==> src/rtl/sar_pkg.sv <==
// Shared definitions for the SAR phase generator: FSM encoding, default sizes and width helpers.
package sar_pkg;

   typedef enum logic [2:0] {
      ST_IDLE,
      ST_SAMPLE,
      ST_SETTLE,
      ST_LATCH,
      ST_DONE
   } sar_state_e;

   localparam int unsigned N_DEF          = 8;
   localparam int unsigned SAMPLE_CYC_DEF = 2;
   localparam int unsigned SETTLE_W_DEF   = 2;

   // bit_idx width; a 1-bit converter still needs a 1-bit index
   function automatic int unsigned idx_w(input int unsigned n);
      return (n > 1) ? $clog2(n) : 1;
   endfunction

   // Phase counter must hold both SAMPLE_CYC-1 and the largest settle_cfg value
   function automatic int unsigned cnt_w(input int unsigned sample_cyc,
                                         input int unsigned settle_w);
      int unsigned w;
      w = $clog2(sample_cyc);
      if (settle_w > w) w = settle_w;
      if (w < 1) w = 1;
      return w;
   endfunction

   localparam int unsigned IDX_W_DEF = idx_w(N_DEF);
   localparam int unsigned CNT_W_DEF = cnt_w(SAMPLE_CYC_DEF, SETTLE_W_DEF);

endpackage

==> src/rtl/sar_phase_gen_if.sv <==
// Control and phase-output bundle between a conversion requester and the SAR phase generator.
interface sar_phase_gen_if #(
   parameter int unsigned N        = sar_pkg::N_DEF,
   parameter int unsigned SETTLE_W = sar_pkg::SETTLE_W_DEF
) ();
   localparam int unsigned IDX_W = sar_pkg::idx_w(N);

   logic                start;
   logic                abort;
   logic                cont_mode;
   logic [SETTLE_W-1:0] settle_cfg;
   logic                clk_samp;
   logic                bit_strobe;
   logic [IDX_W-1:0]    bit_idx;
   logic                busy;
   logic                done;

   modport master (
      output start, abort, cont_mode, settle_cfg,
      input  clk_samp, bit_strobe, bit_idx, busy, done
   );

   modport slave (
      input  start, abort, cont_mode, settle_cfg,
      output clk_samp, bit_strobe, bit_idx, busy, done
   );
endinterface

==> src/rtl/sar_cycle_counter.sv <==
// Loadable down-counter with zero flag; times both the sample and settle phases.
module sar_cycle_counter #(
   parameter int unsigned W = sar_pkg::CNT_W_DEF
) (
   input  logic         clk_in,
   input  logic         rst_n,
   input  logic         clr,
   input  logic         load,
   input  logic [W-1:0] load_val,
   output logic         zero_c
);
   logic [W-1:0] count_q;

   always_ff @(posedge clk_in or negedge rst_n) begin
      if (!rst_n) begin
         count_q <= '0;
      end else if (clr) begin
         count_q <= '0;
      end else if (load) begin
         count_q <= load_val;
      end else if (count_q != '0) begin
         count_q <= count_q - W'(1);
      end
   end

   assign zero_c = (count_q == '0);
endmodule

==> src/rtl/sar_phase_gen.sv <==
// SAR ADC phase generator: sample window, per-bit settle/latch sequencing and end-of-conversion pulse.
module sar_phase_gen
   import sar_pkg::*;
#(
   parameter int unsigned N          = N_DEF,
   parameter int unsigned SAMPLE_CYC = SAMPLE_CYC_DEF,
   parameter int unsigned SETTLE_W   = SETTLE_W_DEF
) (
   input logic            clk_in,
   input logic            rst_n,
   sar_phase_gen_if.slave bus
);
   localparam int unsigned IDX_W = idx_w(N);
   localparam int unsigned CNT_W = cnt_w(SAMPLE_CYC, SETTLE_W);

   localparam logic [IDX_W-1:0] IDX_MSB     = IDX_W'(N - 1);
   localparam logic [CNT_W-1:0] SAMPLE_LOAD = CNT_W'(SAMPLE_CYC - 1);

   sar_state_e          state_q, state_d;
   logic [SETTLE_W-1:0] settle_q, settle_d;
   logic [IDX_W-1:0]    idx_q, idx_d;
   logic                clk_samp_q, strobe_q, done_q, busy_q;

   logic                cnt_clr_c, cnt_load_c, cnt_zero_c;
   logic [CNT_W-1:0]    cnt_val_c;

   sar_cycle_counter #(.W(CNT_W)) u_cnt (
      .clk_in   (clk_in),
      .rst_n    (rst_n),
      .clr      (cnt_clr_c),
      .load     (cnt_load_c),
      .load_val (cnt_val_c),
      .zero_c   (cnt_zero_c)
   );

   // Next-state logic; abort overrides every other transition out of a busy state
   always_comb begin
      state_d    = state_q;
      settle_d   = settle_q;
      idx_d      = idx_q;
      cnt_clr_c  = 1'b0;
      cnt_load_c = 1'b0;
      cnt_val_c  = SAMPLE_LOAD;

      if (state_q != ST_IDLE && bus.abort) begin
         state_d   = ST_IDLE;
         cnt_clr_c = 1'b1;
      end else begin
         case (state_q)
            ST_IDLE: begin
               if (bus.start) begin
                  state_d    = ST_SAMPLE;
                  settle_d   = bus.settle_cfg;
                  cnt_load_c = 1'b1;
               end
            end
            ST_SAMPLE: begin
               if (cnt_zero_c) begin
                  state_d    = ST_SETTLE;
                  idx_d      = IDX_MSB;
                  cnt_load_c = 1'b1;
                  cnt_val_c  = CNT_W'(settle_q);
               end
            end
            ST_SETTLE: begin
               if (cnt_zero_c) state_d = ST_LATCH;
            end
            ST_LATCH: begin
               if (idx_q == '0) begin
                  state_d = ST_DONE;
               end else begin
                  state_d    = ST_SETTLE;
                  idx_d      = idx_q - IDX_W'(1);
                  cnt_load_c = 1'b1;
                  cnt_val_c  = CNT_W'(settle_q);
               end
            end
            ST_DONE: begin
               if (bus.cont_mode) begin
                  state_d    = ST_SAMPLE;
                  cnt_load_c = 1'b1;
               end else begin
                  state_d = ST_IDLE;
               end
            end
            default: state_d = ST_IDLE;
         endcase
      end
   end

   // Outputs are registered from the next state so they align with the state they describe
   always_ff @(posedge clk_in or negedge rst_n) begin
      if (!rst_n) begin
         state_q    <= ST_IDLE;
         settle_q   <= '0;
         idx_q      <= '0;
         clk_samp_q <= 1'b0;
         strobe_q   <= 1'b0;
         done_q     <= 1'b0;
         busy_q     <= 1'b0;
      end else begin
         state_q    <= state_d;
         settle_q   <= settle_d;
         idx_q      <= idx_d;
         clk_samp_q <= (state_d == ST_SAMPLE);
         strobe_q   <= (state_d == ST_LATCH);
         done_q     <= (state_d == ST_DONE);
         busy_q     <= (state_d != ST_IDLE);
      end
   end

   assign bus.clk_samp   = clk_samp_q;
   assign bus.bit_strobe = strobe_q;
   assign bus.bit_idx    = idx_q;
   assign bus.done       = done_q;
   assign bus.busy       = busy_q;
endmodule
==> src/flat_wrapper.sv <==
// flat-port wrapper written by rule: the top's interface ports become plain ports
module sar_phase_gen_flat import sar_pkg::*;
#(
   parameter int unsigned N          = N_DEF,
   parameter int unsigned SAMPLE_CYC = SAMPLE_CYC_DEF,
   parameter int unsigned SETTLE_W   = SETTLE_W_DEF
)
  (clk_in, rst_n, bus_start, bus_abort, bus_cont_mode, bus_settle_cfg, bus_clk_samp, bus_bit_strobe, bus_bit_idx, bus_busy, bus_done);
  sar_phase_gen_if #(.N(N), .SETTLE_W(SETTLE_W)) bus_i ();
  input logic clk_in;
  input logic rst_n;
  input wire logic [$bits(bus_i.start)-1:0] bus_start;
  input wire logic [$bits(bus_i.abort)-1:0] bus_abort;
  input wire logic [$bits(bus_i.cont_mode)-1:0] bus_cont_mode;
  input wire logic [$bits(bus_i.settle_cfg)-1:0] bus_settle_cfg;
  output wire logic [$bits(bus_i.clk_samp)-1:0] bus_clk_samp;
  output wire logic [$bits(bus_i.bit_strobe)-1:0] bus_bit_strobe;
  output wire logic [$bits(bus_i.bit_idx)-1:0] bus_bit_idx;
  output wire logic [$bits(bus_i.busy)-1:0] bus_busy;
  output wire logic [$bits(bus_i.done)-1:0] bus_done;
  assign bus_i.start = bus_start;
  assign bus_i.abort = bus_abort;
  assign bus_i.cont_mode = bus_cont_mode;
  assign bus_i.settle_cfg = bus_settle_cfg;
  assign bus_clk_samp = bus_i.clk_samp;
  assign bus_bit_strobe = bus_i.bit_strobe;
  assign bus_bit_idx = bus_i.bit_idx;
  assign bus_busy = bus_i.busy;
  assign bus_done = bus_i.done;
  sar_phase_gen #(.N(N), .SAMPLE_CYC(SAMPLE_CYC), .SETTLE_W(SETTLE_W)) u_core (.clk_in(clk_in), .rst_n(rst_n), .bus(bus_i));
endmodule
==> config.mk <==
export PLATFORM = sky130hd
export DESIGN_NAME = sar_phase_gen_flat
export DESIGN_NICKNAME = d
export VERILOG_FILES = /design/src/rtl/sar_pkg.sv /design/src/rtl/sar_phase_gen_if.sv /design/src/rtl/sar_cycle_counter.sv /design/src/rtl/sar_phase_gen.sv /design/src/flat_wrapper.sv
export SDC_FILE = /design/constraint.sdc
export NUM_CORES = 1
export LEC_CHECK = 0
export CORE_MARGIN = 2
export CORE_UTILIZATION = 50
export CTS_CLUSTER_DIAMETER = 150
export CTS_CLUSTER_SIZE = 10
export DETAILED_ROUTE_END_ITERATION = 12
export PLACE_DENSITY = 0.77
export SLEW_MARGIN = 20
export SYNTH_ARGS = -nofsm -noshare
export SYNTH_HDL_FRONTEND = slang
export SYNTH_HIERARCHICAL = 1
export SYNTH_SLANG_ARGS = --single-unit
export TNS_END_PERCENT = 20
==> constraint.sdc <==
create_clock -name clk_in -period 2.5 [get_ports clk_in]
set_input_delay 0.375 -clock clk_in [delete_from_list [all_inputs] [get_ports clk_in]]
set_output_delay 0.375 -clock clk_in [all_outputs]
set_load 0.01 [all_outputs]
After elaboration in Yosys (flattened, before gate mapping)
Cells that the tools add are included.

word-level totals
  register bits after elaboration = 14
  input port bits = 7
  output and inout bits = 7
  logic and storage cells = 55

cells by class
  $add $sub $neg = 2
  equal/unequal tests = 9
  mux-type cells = 24
  bitwise logic cells = 1
  reductions and logical operators = 11

operators with widths
  operator             count
  $mux 3               7
  $pmux 3 s5           1
  $mux 2               6
  $eq 3x2->1 const B   3
  $reduce_bool 3->1    3
  $mux 1               7
  $eq 3x1->1 const B   2
  $eq 3x3->1 const B   2
  $logic_not 3->1      2
  $pmux 3 s2           1
  $pmux 1 s4           1
  $pmux 2 s2           1
  $reduce_and 4->1     1
  $reduce_bool 2->1    2
  $reduce_and 3->1     1
  $sub 3x1->3 const B  1
  $logic_not 2->1      1
  $ne 2x1->1 const B   1
  $ne 2x2->1 const B   1
  $sub 2x1->2 const B  1
  $logic_and 1x1->1    1
  $not 1->1            1

Logic depth before layout (Yosys ltp)
Gate-level depths: netlist of the first run.

  depth after elaboration = 6
  mapped depth = 7

Cells and area by module
Netlist of the first run, hierarchy kept.

by module, submodules not included
  module             times used  cells each  area each (um^2)
  sar_phase_gen      1           64          700.7
  sar_cycle_counter  1           13          128.9

Worst setup path before layout of the first run
OpenSTA, ideal clock, no wires.

  kind = register to register
  start = register u_core.idx_q[0], in the netlist u_core/bus.bit_idx[0]
  end = register u_core.u_cnt.count_q[1]
  arrival = 1.756 ns
  setup slack = 0.610 ns
  stages on the path, launching flop included = 8
  path buffers = 0
  period minus slack after synthesis = 1.890 ns
  cell sequence = dfrtp_1 > inv_1 > ha_1 > and3b_1 > or3_4 > a211oi_2 > nor2b_1 > a311oi_2

on the way
  word-level cells in the longest chain between the ends = 6

ends and longest elaborated chain
  element                 line                     text
  from (decl)             sar_phase_gen.sv:21      logic [IDX_W-1:0] idx_q, idx_d;
  from (signal assigned)  sar_phase_gen.sv:104     idx_q <= idx_d;
  $logic_not 3->1 (*)     sar_phase_gen.sv:69      if (idx_q == '0) begin
  $mux 1 (*)              sar_phase_gen.sv:69
  $pmux 1 s4 (*)          sar_phase_gen.sv:49      case (state_q)
  $mux 1 (*)              sar_phase_gen.sv:45      if (state_q != ST_IDLE && bus.abort) begin
  via u_core.cnt_load_c   sar_phase_gen.sv:24      logic cnt_clr_c, cnt_load_c, cnt_zero_c;
  $mux 2                  sar_cycle_counter.sv:19  end else if (load) begin
  $mux 2                  sar_cycle_counter.sv:17  end else if (clr) begin
  to (signal assigned)    sar_cycle_counter.sv:20  count_q <= load_val;
  to (signal assigned)    sar_cycle_counter.sv:22  count_q <= count_q - W'(1);
  to (decl)               sar_cycle_counter.sv:12  logic [W-1:0] count_q;

Mark *: on every way through the listed nets, which the timed path passes. The rest lies on a longest branch.
A chain may end at the register's enable or synchronous reset.

Final worst setup path of the first run
Ends and elaborated chain as after synthesis.

==> out/results.txt, run 1 <==
TritonCTS clock tree -> built
Global-route wire length before repair -> 2.64 mm
Crit path DAT -> 2.20 ns
Worst hold path type -> in -> async
Post-Syn Instances -> 77
Peak supply drop -> 0.635 mV
Psw -> 0.000441 W
Clk_lat worst skew -> 0.28 ns
First-pass DRT Iterations -> 4
Area Overhead vs Synth -> 19.8%
Sw Share -> 38.5%
Post-Syn Area -> 830 sq um
Clock sink count -> 14
Initial core utilization -> 54.4%
RSZ-0062 raised after global routing -> no
Fin. max-slew vios -> 0
Initial antenna violation count -> 0
Net Count, Synth -> 87
Vias per cell -> 6.24
Post-CTS setup buffers -> 0
Required time of the worst setup path -> 2.69 ns
Syn Area/Cell -> 10.8 sq um
Hold-fix buffers at CTS -> 0
Final Hold Fails -> 0
Worst Path Class, Setup -> reg -> reg
Ant. Diodes -> 0
Internal Power -> 0.000705 W
Global route overflow -> 0
Vias -> 661
Total CTS buffers -> 3
Period utilization -> 80.6%
Slew @ Worst Pin -> 0.619 ns
Ratio of cells with drive above 1 in the final layout -> 18.9%
Placed standard-cell area -> 957 sq um
Yosys warns -> 6
Achievable Freq -> 0.496 GHz
CP Launch Type -> register
Design Area, Final -> 993 sq um
DR iter-0 viols -> 14
Die footprint -> 2000 sq um
RD Place Congestion -> 0.753
Post-layout nets -> 101
Pin count of the biggest net entering global routing -> 15
Core Area -> 1520 sq um
Crit path max fanout -> 4
Vias in the first global route -> 619
DP HPWL -> 1.10 mm
Drt wl/cell -> 14.2 microns
Row count -> 14
Worst Clk Skew -> 0.00602 ns
Slew headroom -> 58.6%
Post-Route Setup TNS -> 0 ns
Clock Power Share -> 14.2%
Reg-to-reg endpoint -> u_core/u_cnt/count_q[1]
Clk slew on worst S/H paths -> 0.09 ns
Register bit count reported by yosys -> 14
Worst setup EP type -> register
Beginning of the critical path -> u_core/bus.bit_idx[0]
DRC viols -> 0
Die Width -> 44.7 microns
Status -> finished, final reports clean
Die Ht -> 44.7 microns
Fin util -> 65.2%
I/O pins -> 14
Pwr dens -> 1150 nW/um^2
Post-synthesis sequential area ratio -> 42.2%
Combinational share of power -> 50.1%
Max_cap viols -> 0
Worst r2r src -> u_core/bus.bit_idx[0]
Count of different cell masters after synthesis -> 37
Final setup viols -> 0
Final antenna-violating net count -> 0
Part of the power in registers -> 35.7%
Fin crit period -> 2.01 ns
Clock root cell -> clkbuf_4
I/O Buffers -> 13
R2R depth -> 7
Setup slack, reg-to-reg -> 0.49 ns
Leakage -> 0.412 nW
Post_cts resized -> 0
H-Tree Depth -> 1
Max Buffers Root-to-Sink -> 2
Overall routing resource usage -> 18.4%
Final WL -> 1.51 mm
[cells in the mapped netlist]
cell type,number,share of area (%)
a311oi_1,1,1.1
nor2_1,4,1.8
a21oi_1,2,1.2
a2bb2oi_1,1,1.1
o22a_1,1,1.1
nand2_1,5,2.3
nor4bb_1,1,1.2
o21ai_0,2,1.2
mux2_2,4,5.4
a211oi_1,2,1.8
or3_4,1,1.4
nand3_1,1,0.60
xor2_1,1,1.1
ha_1,3,4.5
nor4_2,1,1.5
nor4b_2,1,1.8
nor2_2,1,0.75
nand3b_1,1,0.91
o31a_1,1,1.1
nor2b_1,2,1.5
dfrtp_1,14,42
inv_1,7,3.2
a311o_1,1,1.2
or2_2,1,0.75
buf_4,1,0.91
a211oi_2,1,1.5
o31ai_1,3,2.7
a311oi_2,1,1.8
nand2b_1,1,0.75
nor4_4,1,2.6
nor4b_1,1,1.1
or2_1,1,0.75
buf_2,3,1.8
nor3b_1,2,1.8
nand2b_4,1,1.7
nand4b_1,1,1.1
and3b_1,1,1.1
[how the worst max path moves through the flow]
stage / endpoint / slack (ns) / cells past startpoint
2_1_floorplan: u_core/u_cnt/count_q[1] / 0.61 / 7
3_3_place_gp: u_core/u_cnt/count_q[1] / 0.57 / 5
3_5_place_dp: u_core/u_cnt/count_q[1] / 0.52 / 5
4_1_cts: u_core/u_cnt/count_q[1] / 0.48 / 7
5_1_grt: u_core/u_cnt/count_q[1] / 0.33 / 7
6_report: u_core/u_cnt/count_q[1] / 0.49 / 7
[cell families after synthesis]
kind of cell / after synthesis / share of synthesized area, %
AO/OA/AOI/OAI: 16 / 15.7
multiplexers: 4 / 5.43
adder cells (fa/ha/maj): 3 / 4.53
AND/OR/NAND/NOR: 28 / 25.2
flip-flops: 14 / 42.2
XOR/XNOR: 1 / 1.06
buffers and inverters: 11 / 5.88
[power groups by stage]
stage               sequential, W  combinational [W]  clock, W
finish                   0.000409           0.000575  0.000162
global placement         0.000411           0.000563         0
floorplan                0.000387           0.000440         0
CTS                      0.000409           0.000580  0.000166
global route             0.000425           0.000644  0.000171
detailed placement       0.000413           0.000574         0
[registers in the layout (all words and copies together) (netlist names)]
register               flops
u_core/u_cnt/count_q       2
u_core/bus.busy            1
u_core/bus.bit_strobe      1
u_core/bus.done            1
u_core/bus.bit_idx         3
u_core/state_q             3
u_core/bus.clk_samp        1
u_core/settle_q            2
[worst max-delay path, cell delays in order, from the launching register on]
cell,delay [ns]
dfrtp_1,0.39
inv_1,0.08
ha_1,0.20
and3b_1,0.22
or3_4,0.40
a211oi_2,0.34
inv_1,0.09
a311oi_2,0.21
[layout make-up]
class | count | area [sq um]
flip-flops and latches | 14 | 350
inverters | 7 | 26.3
fillers | 132 | 531
well taps | 16 | 20.0
repair buffers | 13 | 130
clock buffers | 4 | 36.3
multi-input cells | 52 | 430
[placed cells by master, fill, tap and decap left out, drive strengths merged]
cell type	netlist	final
nand4b	1	1
nor2	5	5
o31ai	3	3
xor2	1	1
nand2	5	5
o21ai	2	2
a21oi	2	2
nand2b	2	2
dfrtp	14	14
clkbuf	0	4
a311oi	2	2
inv	7	7
nand3b	1	1
mux2	4	4
nor4b	2	2
clkdlybuf4s50	0	13
or3	1	1
a311o	1	1
nor4bb	1	1
nor3b	2	2
ha	3	3
o31a	1	1
a2bb2oi	1	1
a211oi	3	3
nor4	2	2
and3b	1	1
o22a	1	1
nand3	1	1
nor2b	2	2
or2	2	2
[metrics by stage]
step                      cells  total power, W  worst slack (ns)  hold WS (ns)
after floorplan              77        0.000827             0.610        0.0794
after global placement      102        0.000974             0.566         0.495
after detailed placement    102        0.000987             0.520         0.497
after CTS                   106         0.00115             0.477         0.486
after global routing        106         0.00124             0.334         0.545
final                       106         0.00115             0.486         0.469
[routing by layer]
metal	wire length (microns)	vias up	track usage (%)	share of wire [%]
li1	-	304	-	-
met1	682	331	23.1	45
met2	719	22	30.1	48
met3	91	4	6.00	6.0
met4	15	0	5.45	0.99
met5	0	-	0	0
Note: power is estimated with default switching activity, not from simulation.
==> inputs of run 2 (changes only) <==
==> constraint.sdc (replaced) <==
create_clock -name clk_in -period 2.1 [get_ports clk_in]
set_input_delay 0.315 -clock clk_in [delete_from_list [all_inputs] [get_ports clk_in]]
set_output_delay 0.315 -clock clk_in [all_outputs]
set_load 0.01 [all_outputs]
==> run 2 against run 1 <==
Effect of this change:
- hold slack worse by 0.034 ns
- non-clock buffer count is 4 higher
- via count is 3.2% lower
- largest power group unchanged
- highest routed layer unchanged
==> out/results.txt, run 2 (synthesized netlist as in run 1, its figures left out) <==
Setup slack, reg-to-reg -> 0.16 ns (-0.33 ns)
Vias in the first global route -> 592 (-4.4%)
Overall routing resource usage -> 18.2% (-0.15 points)
Most frequent cells in the layout -> dfrtp_1 (14), clkdlybuf4s50_1 (13), inv_1 (7)
Setup ws final -> 0.155 ns (-0.331 ns)
Ratio of cells with drive above 1 in the final layout -> 21.5% (+2.6 points)
Reg-to-reg endpoint -> u_core/u_cnt/count_q[1]
Max Buffers Root-to-Sink -> 2 (unchanged)
Cell Chain, Critical Path -> inv_1 > ha_1 > and3b_1 > or3_4 > a211oi_2 > nor2b_1 > a311oi_2
Final Hold Fails -> 0 (unchanged)
Commonest non-fill, non-tap cell in the layout -> dfrtp_1
Vias per cell -> 5.87 (-5.8%)
Levels on crit path -> 7 (unchanged)
CP max stage cell -> or3_4
Required time of the worst setup path -> 2.25 ns (-0.44 ns)
Final WL -> 1.55 mm (+2.7%)
Die Ht -> 44.7 microns (unchanged)
Worst r2r src -> u_core/bus.bit_idx[0]
Worst setup path end -> u_core/u_cnt/count_q[1]
Worst Clk Skew -> 0.00300 ns (-0.00302 ns)
Slowest stage delay, CP -> 0.39 ns (about the same)
Worst Path Class, Setup -> reg -> reg
Slew headroom -> 57.2% (-1.4 points)
Beginning of the critical path -> u_core/bus.bit_idx[0]
I/O Buffers -> 13 (unchanged)
Vias -> 640 (-3.2%)
Final setup viols -> 0 (unchanged)
R2R depth -> 7 (unchanged)
Clock sink count -> 14 (unchanged)
# fillers -> 124 (-6.1%)
Core Area -> 1520 sq um (unchanged)
Pin count of the biggest net entering global routing -> 15 (unchanged)
RSZ-0062 raised after global routing -> no
H-Tree Depth -> 1 (unchanged)
Clk slew on worst S/H paths -> 0.08 ns (about the same)
DRC viols -> 0 (unchanged)
Period utilization -> 92.6% (+12 points)
Leakage -> 0.425 nW (+3.2%)
Fin crit period -> 1.94 ns (-0.0694 ns)
Global-route wire length before repair -> 2.55 mm (-3.4%)
Final antenna-violating net count -> 0 (unchanged)
CP delay by family, top -> simple AND/OR/NAND/NOR gates
Global route overflow -> 0 (unchanged)
DR iter-0 viols -> 29 (+15)
Post-Route Setup TNS -> 0 ns (unchanged)
Crit path DAT -> 2.09 ns (-0.11 ns)
Status -> finished, final reports clean
Fin. max-slew vios -> 0 (unchanged)
Crit path max fanout -> 4 (unchanged)
Peak supply drop -> 0.710 mV (+12%)
Initial antenna violation count -> 0 (unchanged)
Ant. Diodes -> 0 (unchanged)
Row count -> 14 (unchanged)
Pre-CTS setup slack -> 0.169 ns (-0.351 ns)
Design Area, Final -> 1010 sq um (+1.6%)
Max_cap viols -> 0 (unchanged)
Placed standard-cell area -> 987 sq um (+3.1%)
I/O pins -> 14 (unchanged)
Post-CTS setup buffers -> 0 (unchanged)
First-pass DRT Iterations -> 4 (unchanged)
Initial core utilization -> 54.4% (unchanged)
Area Overhead vs Synth -> 21.7%
Total CTS buffers -> 3 (unchanged)
Pwr dens -> 1330 nW/um^2 (+15%)
Worst hold path type -> in -> async
DP HPWL -> 1.19 mm (+8.6%)
Clock root cell -> clkbuf_4
Achievable Freq -> 0.514 GHz (+3.6%)
CP Launch Type -> register
Die footprint -> 2000 sq um (unchanged)
Worst setup EP type -> register
RD Place Congestion -> 0.807 (+7.2%)
Die Width -> 44.7 microns (unchanged)
Hold-fix buffers at CTS -> 0 (unchanged)
Post-layout nets -> 105 (+4.0%)
Clk_lat worst skew -> 0.27 ns (about the same)
Slew @ Worst Pin -> 0.639 ns (+0.0203 ns)
Drt wl/cell -> 14.2 microns (-0.17%)
TritonCTS clock tree -> built
Post_cts resized -> 0 (unchanged)
WP buf/inv -> 1 (-1)
## run 2: cell types whose count changed in the layout (fill, tap and decap cells not counted)
| cell | delta |
|---|---|
| clkbuf_8 | -1 |
| buf_4 | +4 |
## run 2: through the flow
step                      instances  total power, W  util [%]  hold WS, ns
after floorplan                  77        0.000985         -       0.0194
after global placement          106         0.00119      64.8        0.483
after detailed placement        106         0.00121      64.8        0.495
after CTS                       109         0.00136      66.3        0.442
after global routing            109         0.00146      66.3        0.484
final                           109         0.00135      66.3        0.435
## run 2: worst reg2reg max path, cell delays in order, from the launching register on
cell and delay [ns]:
dfrtp_1 0.38, inv_1 0.07, ha_1 0.20, and3b_1 0.22
or3_4 0.39, a211oi_2 0.30, nor2b_1 0.20, a311oi_2 0.06
## run 2: routing by layer
metal  part of all wire (%)  up-vias  global-route usage, %
li1                       -      311                      -
met4                   0.90        0                   10.9
met5                      0        -                      0
met2                     49       25                   31.0
met1                     45      300                   21.8
met3                    5.0        4                   2.40
## run 2: worst min path at each step
stage,startpoint,endpoint,slack [ns],cells after the start
2_1_floorplan,rst_n,u_core/bus.bit_idx[0],0.02,0
3_3_place_gp,u_core/settle_q[0],u_core/settle_q[0],0.48,1
3_5_place_dp,u_core/settle_q[0],u_core/settle_q[0],0.49,1
4_1_cts,rst_n,u_core/bus.bit_idx[0],0.44,1
5_1_grt,rst_n,u_core/bus.clk_samp,0.48,1
6_report,rst_n,u_core/bus.bit_idx[0],0.43,1
## run 2: layout make-up
| cell class | count | area (sq um) | area share (%) |
|---|---|---|---|
| well taps | 16 | 20.0 | 1.98 |
| repair buffers | 17 | 160 | 15.9 |
| multi-input cells | 52 | 430 | 42.6 |
| flip-flops and latches | 14 | 350 | 34.7 |
| inverters | 7 | 26.3 | 2.60 |
| clock buffers | 3 | 22.5 | 2.23 |
## run 2: power breakdown
| group | internal (W) | leakage (nW) | switching (W) | total (W) |
|---|---|---|---|---|
| logic | 0.000379 | 0.239 | 0.000364 | 0.000743 |
| registers | 0.000378 | 0.172 | 0.0000787 | 0.000456 |
| clock network | 0.0000663 | 0.0138 | 0.0000790 | 0.000145 |
